[src/rtl/bldc_seq_pkg.sv]
// Shared state, step and commutation-table definitions for the BLDC sequencer.
package bldc_seq_pkg;

   typedef enum logic [2:0] {
      StIdle       = 3'd0,
      StOpenLoop   = 3'd1,
      StTransition = 3'd2,
      StClosedLoop = 3'd3,
      StFault      = 3'd4
   } state_e;

   typedef logic [2:0] step_t;

   localparam int unsigned NumSteps = 6;

   // Gate pattern {AH,AL,BH,BL,CH,CL}; step 0 sits in the lowest slot.
   localparam logic [NumSteps-1:0][5:0] CommTable = {
      6'b000110, 6'b010010, 6'b011000, 6'b001001, 6'b100001, 6'b100100
   };

   function automatic step_t step_next(input step_t s);
      return (s >= step_t'(NumSteps - 1)) ? step_t'(0) : s + step_t'(1);
   endfunction

   function automatic logic [5:0] comm_pattern(input step_t s);
      return (s < step_t'(NumSteps)) ? CommTable[s] : 6'b000000;
   endfunction

endpackage

[src/rtl/bldc_zc_detect.sv]
// Back-EMF comparator synchroniser; flags any change of the synced vector as one edge.
module bldc_zc_detect (
   input  logic       clk_i,
   input  logic       rst_ni,
   input  logic [2:0] zc_i,
   output logic       edge_o
);

   logic [2:0] sync1_q, sync2_q, prev_q;

   always_ff @(posedge clk_i or negedge rst_ni) begin
      if (!rst_ni) begin
         sync1_q <= '0;
         sync2_q <= '0;
         prev_q  <= '0;
      end else begin
         sync1_q <= zc_i;
         sync2_q <= sync1_q;
         prev_q  <= sync2_q;
      end
   end

   assign edge_o = (sync2_q != prev_q);

endmodule

[src/rtl/bldc_seq_ctrl.sv]
// Sensorless BLDC commutation sequencer: open-loop ramp, transition, zero-crossing closed loop.
// Define BLDC_SEQ_ZC_TIMEOUT_EN to enable the closed-loop stall timeout and FAULT state.
module bldc_seq_ctrl
   import bldc_seq_pkg::*;
#(
   parameter int unsigned CNT_W      = 32,
   parameter int unsigned DUTY_W     = 16,
   parameter int unsigned SPEED_STEP = 2,
   parameter int unsigned DUTY_OL    = 200,
   parameter int unsigned ZC_TIMEOUT = 100000
) (
   input  logic              clk_i,
   input  logic              rst_ni,
   input  logic              start_i,
   input  logic              stop_i,
   input  logic [DUTY_W-1:0] duty_i,
   input  logic [CNT_W-1:0]  ramp_time_i,
   input  logic [CNT_W-1:0]  trans_time_i,
   input  logic [CNT_W-1:0]  speed_start_i,
   input  logic [CNT_W-1:0]  speed_end_i,
   input  logic [2:0]        zero_crossing_i,
   output logic [5:0]        status_o,
   output logic [DUTY_W-1:0] duty_o,
   output logic [2:0]        state_o,
   output logic              fault_o
);

   state_e            state_q, state_d;
   step_t             step_q, step_d;
   logic [CNT_W-1:0]  period_q, period_d;
   logic [CNT_W-1:0]  per_cnt_q, per_cnt_d;
   logic [CNT_W-1:0]  ramp_cnt_q, ramp_cnt_d;
   logic [CNT_W-1:0]  trans_cnt_q, trans_cnt_d;
   logic [5:0]        status_q, status_d;
   logic [DUTY_W-1:0] duty_q, duty_d;
   logic              zc_edge;
   logic              per_wrap;
   logic [CNT_W:0]    period_floor;
   logic [CNT_W-1:0]  period_dec;

`ifdef BLDC_SEQ_ZC_TIMEOUT_EN
   logic [CNT_W-1:0]  to_cnt_q, to_cnt_d;
   logic              fault_q, fault_d;
`else
   logic              unused_zc_timeout;
   assign unused_zc_timeout = |CNT_W'(ZC_TIMEOUT);
`endif

   function automatic logic [CNT_W-1:0] sat_inc(input logic [CNT_W-1:0] v);
      return (&v) ? v : v + CNT_W'(1);
   endfunction

   bldc_zc_detect u_zc_detect (
      .clk_i  (clk_i),
      .rst_ni (rst_ni),
      .zc_i   (zero_crossing_i),
      .edge_o (zc_edge)
   );

   // One bit wider so period - SPEED_STEP cannot wrap below speed_end_i.
   assign period_floor = {1'b0, speed_end_i} + (CNT_W + 1)'(SPEED_STEP);
   assign period_dec   = ({1'b0, period_q} >= period_floor) ?
                         period_q - CNT_W'(SPEED_STEP) : speed_end_i;
   assign per_wrap     = (({1'b0, per_cnt_q} + (CNT_W + 1)'(1)) == {1'b0, period_q});

   always_comb begin
      state_d     = state_q;
      step_d      = step_q;
      period_d    = period_q;
      per_cnt_d   = per_cnt_q;
      ramp_cnt_d  = ramp_cnt_q;
      trans_cnt_d = trans_cnt_q;
`ifdef BLDC_SEQ_ZC_TIMEOUT_EN
      to_cnt_d    = to_cnt_q;
`endif
      unique case (state_q)
         StIdle: begin
            step_d      = '0;
            per_cnt_d   = '0;
            ramp_cnt_d  = '0;
            trans_cnt_d = '0;
            if (start_i) begin
               state_d  = StOpenLoop;
               period_d = speed_start_i;
            end
         end
         StOpenLoop, StTransition: begin
            if (per_wrap) begin
               step_d    = step_next(step_q);
               per_cnt_d = '0;
               if (state_q == StOpenLoop) period_d = period_dec;
            end else begin
               per_cnt_d = sat_inc(per_cnt_q);
            end
            if (state_q == StOpenLoop) begin
               ramp_cnt_d = sat_inc(ramp_cnt_q);
               if ((period_q <= speed_end_i) || (ramp_cnt_d >= ramp_time_i)) begin
                  state_d     = StTransition;
                  trans_cnt_d = '0;
               end
            end else begin
               trans_cnt_d = sat_inc(trans_cnt_q);
               if (trans_cnt_d >= trans_time_i) begin
                  state_d = StClosedLoop;
`ifdef BLDC_SEQ_ZC_TIMEOUT_EN
                  to_cnt_d = '0;
`endif
               end
            end
         end
         StClosedLoop: begin
            if (zc_edge) step_d = step_next(step_q);
`ifdef BLDC_SEQ_ZC_TIMEOUT_EN
            to_cnt_d = zc_edge ? '0 : sat_inc(to_cnt_q);
            if (to_cnt_d >= CNT_W'(ZC_TIMEOUT)) state_d = StFault;
`endif
         end
         StFault: begin
            state_d = StFault;
         end
         default: begin
            state_d = StIdle;
         end
      endcase
      // Stop overrides everything, including a simultaneous start or fault.
      if (stop_i) state_d = StIdle;
   end

   always_comb begin
      status_d = '0;
      duty_d   = '0;
      if (state_q == StOpenLoop || state_q == StTransition) begin
         status_d = comm_pattern(step_q);
         duty_d   = DUTY_W'(DUTY_OL);
      end else if (state_q == StClosedLoop) begin
         status_d = comm_pattern(step_q);
         duty_d   = duty_i;
      end
   end

`ifdef BLDC_SEQ_ZC_TIMEOUT_EN
   // Fault flag tracks the state register so it rises and clears with state_o.
   assign fault_d = (state_d == StFault);
`endif

   always_ff @(posedge clk_i or negedge rst_ni) begin
      if (!rst_ni) begin
         state_q     <= StIdle;
         step_q      <= '0;
         period_q    <= '0;
         per_cnt_q   <= '0;
         ramp_cnt_q  <= '0;
         trans_cnt_q <= '0;
         status_q    <= '0;
         duty_q      <= '0;
`ifdef BLDC_SEQ_ZC_TIMEOUT_EN
         to_cnt_q    <= '0;
         fault_q     <= 1'b0;
`endif
      end else begin
         state_q     <= state_d;
         step_q      <= step_d;
         period_q    <= period_d;
         per_cnt_q   <= per_cnt_d;
         ramp_cnt_q  <= ramp_cnt_d;
         trans_cnt_q <= trans_cnt_d;
         status_q    <= status_d;
         duty_q      <= duty_d;
`ifdef BLDC_SEQ_ZC_TIMEOUT_EN
         to_cnt_q    <= to_cnt_d;
         fault_q     <= fault_d;
`endif
      end
   end

   assign status_o = status_q;
   assign duty_o   = duty_q;
   assign state_o  = state_q;
`ifdef BLDC_SEQ_ZC_TIMEOUT_EN
   assign fault_o  = fault_q;
`else
   assign fault_o  = 1'b0;
`endif

endmodule
[config.mk]
export PLATFORM = sky130hd
export DESIGN_NAME = bldc_seq_ctrl
export DESIGN_NICKNAME = d
export VERILOG_FILES = /design/src/rtl/bldc_seq_pkg.sv /design/src/rtl/bldc_zc_detect.sv /design/src/rtl/bldc_seq_ctrl.sv
export SDC_FILE = /design/constraint.sdc
export NUM_CORES = 1
export LEC_CHECK = 0
export CAP_MARGIN = 20
export CORE_MARGIN = 1.5
export CORE_UTILIZATION = 45
export DETAILED_ROUTE_END_ITERATION = 8
export PLACE_DENSITY = 0.78
export SETUP_SLACK_MARGIN = 0.3
export SYNTH_ARGS = -nofsm -noshare
export SYNTH_HDL_FRONTEND = slang
export SYNTH_SLANG_ARGS = --single-unit
[constraint.sdc]
create_clock -name clk_i -period 12.09 [get_ports clk_i]
set_clock_uncertainty 0.1 [all_clocks]
set_input_delay 2.418 -clock clk_i [delete_from_list [all_inputs] [get_ports clk_i]]
set_output_delay 2.418 -clock clk_i [all_outputs]
set_load 0.03 [all_outputs]
Word level (Yosys, flattened, before mapping)
Memory sizes are Yosys's and may differ from the RTL's.
Cells that the tools add are included.

operators by class
  add/sub/neg operators = 7
  multiply operators = 0
  divide/modulo/power cells = 0
  order comparisons = 7
  eq/ne operators = 16
  shifts and indexed selects = 0
  mux-type cells = 31
  bitwise gates (word level) = 0
  reductions and logical operators = 15

operators with widths
  operator                                                    number
  two-way mux 32 bit                                          11
  case mux 32 bit (2 select lines)                            4
  adder 32 x 1 -> 32 bit, second input constant               3
  AND reduction 32 bit                                        3
  >= comparator 32 bit                                        2
  adder 32 x 1 -> 33 bit, second input constant               1
  adder 32 x 2 -> 33 bit, second input constant               1
  equality test 33 x 32 -> 1 bit                              1
  >= comparator 32 x 33 -> 1 bit                              1
  <= comparator 32 bit                                        1
  two-way mux 16 bit                                          2
  subtractor 32 x 2 -> 32 bit, second input constant          1
  two-way mux 3 bit                                           8
  two-way mux 6 bit                                           4
  case mux 3 bit (4 select lines)                             1
  != test 3 bit, second input constant                        3
  case mux 3 bit (3 select lines)                             1
  != test 2 bit, second input constant                        4
  != test 4 bit, second input constant                        2
  AND reduction 4 bit                                         2
  equality test 3 x 2 -> 1 bit, second input constant         2
  AND reduction 2 bit                                         3
  less-than comparator 3 x 4 -> 1 bit, second input constant  1
  adder 3 x 1 -> 3 bit, second input constant                 1
  12 further kinds                                            13

word-level totals
  bits in registers = 165
  bits in latches = 0
  RAM bits = 0
  ROM bits = 48
  input port bits = 151
  output and inout port bits = 26
  logic and storage cells = 88
  memories kept = 1

memory list
  memory            depth  bits a word  read ports  clocked after memory_dff  wr ports  RTL line            RTL
  (name not given)  8      6            1           0                         0         bldc_seq_pkg.sv:26  return (s < step_t'(NumSteps)) ? CommTable[s] : 6'b000000;

Depth between registers and ports, before layout
Gate-level depths: netlist of run 1.

  word-level depth = 8
  mapped depth = 21
  depth with buffers taken out = 19

Cells and area by module
From an unflattened synthesis of run 1, not the netlist that was laid out.

unflattened totals
  cell total of the unflattened synthesis = 1789
  area total of the unflattened synthesis = 14473.9 um2

by module, submodules not included
  module          instances  cells an instance  area an instance (um2)
  bldc_seq_ctrl   1          1776               14217.4
  bldc_zc_detect  1          13                 256.5

Worst setup path after synthesis of run 1
Ideal clock, no wire load.

  kind = input-to-reg
  start = input speed_end_i[3]
  end = register period_q[14]
  library setup time = 0.082 ns
  arrival time = 6.545 ns
  data required time = 11.908 ns
  slack = 5.364 ns
  stages on the path = 18
  path buffers = 3
  path through = clkbuf_1 -> and4_1 -> nand4_1 -> nor4_1 -> nand3_1 -> xnor2_1 -> ha_1 -> a211oi_1 -> o22ai_1 -> nor4b_1 -> nand2_1 -> o31ai_1 -> clkbuf_1 -> clkbuf_1 -> nor2_1 -> a21oi_1 -> nand2_1 -> a31oi_1

between the ends
  cells in the longest elaborated chain, start to end = 6

RTL lines
  item                              RTL line              RTL
  from (decl)                       bldc_seq_ctrl.sv:20   input logic [CNT_W-1:0] speed_end_i,
  adder 32 x 2 -> 33 bit            bldc_seq_ctrl.sv:61   assign period_floor = {1'b0, speed_end_i} + (CNT_W + 1)'(SPEED_STEP);
  >= comparator 32 x 33 -> 1 bit    bldc_seq_ctrl.sv:62   assign period_dec = ({1'b0, period_q} >= period_floor) ?
  two-way mux 32 bit                bldc_seq_ctrl.sv:62
  two-way mux 32 bit                bldc_seq_ctrl.sv:91   if (state_q == StOpenLoop) period_d = period_dec;
  two-way mux 32 bit                bldc_seq_ctrl.sv:88   if (per_wrap) begin
  case mux 32 bit (2 select lines)  bldc_seq_ctrl.sv:76   unique case (state_q)
  to (signal assigned)              bldc_seq_ctrl.sv:163  period_q <= period_d;
  to (decl)                         bldc_seq_ctrl.sv:30   logic [CNT_W-1:0] period_q, period_d;

Every way passes these cells. The select of a mux whose other input is x is not followed.
A chain may end at the register's enable or synchronous reset.

Worst setup path after layout of run 1
  start = input speed_end_i[3]
  end = register period_q[1]

Same word-level chain as after synthesis.

==> results of run 1 <==
-- registers in the layout, indices dropped and copies added (netlist names) --
| signal | count |
|---|---|
| step_q | 3 |
| state_o | 3 |
| u_zc_detect.sync2_q | 3 |
| u_zc_detect.prev_q | 3 |
| ramp_cnt_q | 32 |
| status_o | 6 |
| u_zc_detect.sync1_q | 3 |
| duty_o | 16 |
| trans_cnt_q | 32 |
| period_q | 32 |
| per_cnt_q | 32 |
-- final timing paths --
kind                                                        from                          endpoint  cells after the start
max in group asynchronous                                 rst_ni          per_cnt_q[4]$_DFFE_PN0P_                      2
worst min register to register  u_zc_detect.sync1_q[0]$_DFF_PN0_  u_zc_detect.sync2_q[0]$_DFF_PN0_                      0
worst min-delay path            u_zc_detect.sync1_q[0]$_DFF_PN0_  u_zc_detect.sync2_q[0]$_DFF_PN0_                      0
worst max register to register        trans_cnt_q[0]$_DFFE_PN0P_            state_o[1]$_DFFE_PN0P_                     19
min in group asynchronous                                 rst_ni        ramp_cnt_q[29]$_DFFE_PN0P_                      1
worst max-delay path                              speed_end_i[3]           period_q[1]$_DFFE_PN0P_                     17
-- cell families (layout without fill, tap and decap cells) --
group / Yosys count / count (layout) / synth area share (%)
AOI/OAI and AO/OA: 436 / 436 / 19.5
xor gates and xnor gates: 143 / 143 / 8.59
adders and majority gates: 136 / 136 / 11.6
buffers and inverters: 232 / 344 / 6.29
DFF: 165 / 165 / 28.1
muxes: 39 / 39 / 2.79
other: 1 / 5 / 0.0256
and+or+nand+nor: 666 / 666 / 23.0
-- area by class of cell --
class	instances	share of cell area [%]
antenna	4	0.0578
clock buffer	17	2.46
clock inverter	15	1.22
inverter	121	2.62
multi-input combinational	1421	55.8
sequential	165	23.8
tap	435	3.14
timing repair buffer	191	10.9
-- per-stage QoR --
stage / utilization, % / cell area [sq um] / cells / hold slack [ps] / worst slack, ps
global placement: 52.4 / 16700 / 2331 / 238 / 4090
finish: 54.5 / 17300 / 2369 / 254 / 4510
detailed placement: 52.4 / 16700 / 2332 / 236 / 4130
global route: 54.4 / 17300 / 2365 / 257 / 4200
floorplan: - / 14700 / 1818 / 231 / 5360
CTS: 54.4 / 17300 / 2364 / 255 / 4590
-- layer usage --
metal | vias up | global-route usage, % | wire length (um)
li1 | 6798 | - | -
met1 | 6823 | 34.8 | 19300
met2 | 538 | 43.5 | 20400
met3 | 79 | 5.47 | 3260
met4 | 2 | 8.36 | 1150
met5 | - | 0 | 13
-- placed cells by master, fill, tap and decap left out, types with 9 or more instances in the layout --
| master | n |
|---|---|
| clkdlybuf4s50_1 | 174 |
| dfrtp_1 | 165 |
| nand2_1 | 162 |
| ha_1 | 135 |
| nor2_1 | 124 |
| inv_1 | 121 |
| a21oi_1 | 113 |
| xnor2_1 | 91 |
| nand3_1 | 82 |
| o21ai_0 | 74 |
| nor3_1 | 59 |
| nand4_1 | 51 |
| xor2_1 | 51 |
| and3_1 | 46 |
| a21o_1 | 44 |
| a31oi_1 | 38 |
| mux2i_1 | 24 |
| a22o_1 | 22 |
| nor4_1 | 20 |
| a211oi_1 | 20 |
| o31ai_1 | 19 |
| or4_1 | 18 |
| and2_1 | 18 |
| and4_1 | 17 |
| clkbuf_16 | 17 |
| nor2b_1 | 15 |
| or3_1 | 15 |
| mux2_2 | 15 |
| o21a_1 | 15 |
| buf_4 | 14 |
| o22ai_1 | 11 |
| a32o_1 | 11 |
| nand2b_1 | 10 |
| o211ai_1 | 10 |
| a2bb2oi_1 | 10 |
| or2_2 | 9 |
-- power by group --
part / switching [mW] / internal [mW] / leakage (nW)
sequential: 0.274 / 0.671 / 2.19
clock: 0.296 / 0.288 / 0.305
combinational: 0.868 / 0.617 / 5.28
total: 1.44 / 1.58 / 7.78
==> results.toml, run 1 <==
[final_layout]
final_nets = 2203
area_growth_syn_to_layout_pct = 18.1
fillers = 2834
seq_area_sq_um = 4130
multi_input_area_sq_um = 9670
drive_above_1_share_pct = 4.40

[synthesis]
synth.avg_cell_area_sq_um = 8.07
yosysTopAreaCellShare_pct = 28.1
synthTopCellsByCount = "165 x dfrtp_1, 163 x nand2_1, 135 x ha_1"
ys_seq_area_share_pct = 28.1
ys_types = 70
yosys.area.top_type = "dfrtp_1"
synth_area_leaders = "dfrtp_1 28%, ha_1 12%, xnor2_1 5.4%"
synth_fp_nets = 2104
ys_async_sr_fraction_pct = 100
synth-edff-count = 0
ys_ff_latch = 165
ys.flop_type = "dfrtp_1"
netlist_area_sq_um = 14700
synthCells = 1818
synth.most_common_cell = "dfrtp_1"
ys.warnings.count = 0

[global_routing]
grt_pass1_vias = 13935
overflow = 0
antenna_found_initial = 5
grt_max_degree = 64
grt_use_total_pct = 26.5
grt_pass1_wl_um = 71600

[clock_network]
clk_pin_slew_ps = 80
hold_buffers = 0
worstSkewPairLatency_ps = 450
cts_post_setup_buffers_inserted = 0
cts_max_level = 4
cts-resized-gates = 0
cts_inserted_buffers = 17
cts_tree = "yes"
cts_root_buf = "clkbuf_16"
cts_buffer_depth = 2
cts.sinks = 165

[route]
drt_iter0_drc = 1193
drt_pass1_iterations = 6
drc = 0
drtAntennaViolNets = 0
vias_per_cell = 6.01
wirelength_um = 44100
vias = 14240
wl_per_cell_um = 18.6

[floorplanning]
initial_utilization_pct = 46.1
die_y_um = 184
io_pins = 177
dieArea_sq_um = 33700
core_area_sq_um = 31800
dieWidth_um = 184
rows = 65

[run_status]
outcome = "finished, final reports clean"

[flow_run]
drv_cap = 0

[worst_setup_path]
reg2reg_slack_ps = 6010
worstPathMaxFanout = 63
timing_worst_setup_path_type = "in2reg"
cp_slowest_stage_delay_ps = 850
arrival_ps = 7760
critPathRequiredTime_ps = 12270
critical_path.slowest_cell = "nor4_1"
critPathMostFrequentCell = "o22ai_1"
worst-path-buf-inv = 2
critical_path.endpoint_type = "flip-flop"
startpoint_type = "input pin"
crit_family = "simple AND/OR/NAND/NOR gates"
path_cells = "clkdlybuf4s50_1 -> and4_1 -> nand4_1 -> nor4_1 -> nand3_1 -> xnor2_1 -> ha_1 -> a211oi_1 -> o22ai_1 -> nor4b_1 -> nand2_1 -> o31ai_4 -> buf_4 -> mux2_2 -> and3_1 -> o22ai_1 -> a21oi_1"

[power_and_ir_drop]
irDropWorstVdd_mv = 0.148
power_density_nw_per_um2 = 174
total_power_mw = 3.01
p_leak_nw = 7.78

[timing]
maxSlewViolCount = 0
relSlewSlack_pct = 25.8
fin_crit_ps = 7580
finalCritPeriodShare_pct = 62.7
hold_viol = 0
tightestPinTransition_ps = 1110
setup_tns_ps = 0
setup_viol = 0
fmax_ghz = 0.132
rsz0062_at_grt = "false"

[min_path]
hold_class = "reg2reg"

[place]
place_congestion = 0.935
io_buffers = 175
hpwl_um = 32500
No activity file was read; power rests on OpenSTA's default activity.
==> inputs of run 2 (changes only) <==
Settings changed: PLACE_DENSITY 0.78 to 0.8.
Clock period 12.09 ns to 6.7 ns, I/O delays scaled along.
==> results.toml, run 2 (synthesized netlist as in run 1, its figures left out) <==
[worst_setup_path]
critPathRequiredTime_ps = 6910
timing_worst_setup_path_type = "in2reg"
critical_path.slowest_cell = "clkdlybuf4s50_1"
startpoint_type = "input pin"
arrival_ps = 6130
cp_slowest_stage_delay_ps = 630
worstPathMaxFanout = 18
critical_path.endpoint_type = "flip-flop"
path_cells = "clkdlybuf4s50_1 -> nand2_1 -> or4_1 -> nor4_1 -> buf_4 -> nand3_1 -> xnor2_1 -> ha_1 -> a211oi_1 -> o22ai_1 -> nor4b_1 -> nand2_1 -> o31ai_4 -> buf_4 -> nor2_1 -> a21oi_1 -> o21ai_0 -> mux2_2"

[run_status]
outcome = "finished, final reports clean"

[final_layout]
final_nets = 2208
n_antenna_cell = 0
fillers = 2868
drive_above_1_share_pct = 4.60
design_area_sq_um = 17300
area_growth_syn_to_layout_pct = 18.2
final_common_cell = "clkdlybuf4s50_1"
layout_common_cells = "174 x clkdlybuf4s50_1, 165 x dfrtp_1, 162 x nand2_1, 135 x ha_1, 124 x nor2_1"

[route]
drc = 0
drtAntennaViolNets = 0
wirelength_met1_um = 18400
route.met2.wl_um = 20800
maxUsedRoutingLayer = "met5"
drt_iter0_drc = 1228
drt_pass1_iterations = 6
vias_per_cell = 6.09
route.met3.wl_um = 3870
wirelength_um = 44500
vias = 14424
wl_per_cell_um = 18.8

[clock_network]
hold_buffers = 0
cts_tree = "yes"
worstSkewPairLatency_ps = 450
cts-resized-gates = 0
cts_max_level = 4
cts.sinks = 165
cts_root_buf = "clkbuf_16"
cts_buffer_depth = 2
cts_post_setup_buffers_inserted = 0
cts_inserted_buffers = 17
clk_pin_slew_ps = 70

[global_routing]
antenna_found_initial = 1
grt_max_degree = 90
grt_use_total_pct = 26.5
grt_pass1_wl_um = 71300
overflow = 0
grt_pass1_vias = 13956

[floorplanning]
core_area_sq_um = 31800
dieArea_sq_um = 33700
dieWidth_um = 184
die_y_um = 184
initial_utilization_pct = 46.1
io_pins = 177
rows = 65

[power_and_ir_drop]
p_clk_share_pct = 18.7
pwr-share-seq_pct = 31.3
intPower_mw = 2.88
combPwrFrac_pct = 50.0
p_sw_mw = 2.54
power_density_nw_per_um2 = 312
irDropWorstVdd_mv = 0.253
p_leak_nw = 7.81
p_sw_share_pct = 46.9

[timing]
finalCritPeriodShare_pct = 88.3
hold_viol = 0
fin_crit_ps = 5920
relSlewSlack_pct = 30.4
setup_tns_ps = 0
tightestPinTransition_ps = 1040
fmax_ghz = 0.169
maxSlewViolCount = 0
rsz0062_at_grt = "false"
setup_viol = 0

[min_path]
hold_class = "reg2reg"

[place]
io_buffers = 175
hpwl_um = 33600
place_congestion = 0.960
dpl-instance-area_sq_um = 16700

[flow_run]
drv_cap = 0
-- run 2: cell count changes in the layout (fill, tap and decap cells not counted), sizes merged --
cell and delta:
buf +5, clkinv -5, diode -4, inv +3, bufinv +1
-- run 2: final cells by class --
type | instances | area (sq um) | area share [%]
Inverter | 121 | 454 | 2.62
Tap cell | 435 | 544 | 3.14
Timing Repair Buffer | 196 | 1960 | 11.3
Sequential cell | 165 | 4130 | 23.8
Multi-Input combinational cell | 1421 | 9670 | 55.8
Clock inverter | 14 | 160 | 0.924
Clock buffer | 17 | 425 | 2.45
-- run 2: through the flow --
stage	total power, mW	util (%)	hold slack (ps)	std cells	setup slack [ps]
after floorplan	3.43	-	231	1818	1050
after global placement	4.25	52.5	236	2336	479
after detailed placement	4.34	52.5	239	2336	359
after CTS	5.37	54.4	255	2367	812
after global routing	5.79	54.5	259	2369	443
final	5.41	54.5	254	2369	783
-- run 2: worst paths after layout --
kind                                                       start                                to  slack, ps  depth (start not counted)
min in group asynchronous                                 rst_ni        ramp_cnt_q[30]$_DFFE_PN0P_        870                          1
worst min-delay path            u_zc_detect.sync1_q[0]$_DFF_PN0_  u_zc_detect.sync2_q[0]$_DFF_PN0_        250                          0
worst max register to register        trans_cnt_q[0]$_DFFE_PN0P_            state_o[1]$_DFFE_PN0P_       1080                         20
worst min register to register  u_zc_detect.sync1_q[0]$_DFF_PN0_  u_zc_detect.sync2_q[0]$_DFF_PN0_        250                          0
max in group asynchronous                                 rst_ni         per_cnt_q[20]$_DFFE_PN0P_       4370                          3
worst max-delay path                             speed_end_i[16]           period_q[5]$_DFFE_PN0P_        780                         18
-- run 2: per-layer routing --
| metal | global-route usage [%] | up-vias |
|---|---|---|
| met3 | 5.88 | 114 |
| met4 | 9.84 | 2 |
| li1 | - | 6798 |
| met5 | 0 | - |
| met1 | 33.5 | 6883 |
| met2 | 44.1 | 627 |
-- run 2: worst max-delay path: cells and delay by family --
family                     cells  cell delay [ps]
buffers and inverters          3             1150
AOI/OAI and AO/OA              5             1260
muxes                          1              290
xor gates and xnor gates       1              190
adders and majority gates      1              270
and+or+nand+nor                7             1620
-- run 2: power groups by stage --
stage                     Clock, mW  Combinational, mW  Sequential [mW]
after floorplan                   0               1.91             1.52
after global placement            0               2.57             1.68
after detailed placement          0               2.65             1.69
after CTS                      1.03               2.66             1.68
after global routing           1.07               3.00             1.72
final                          1.01               2.71             1.69
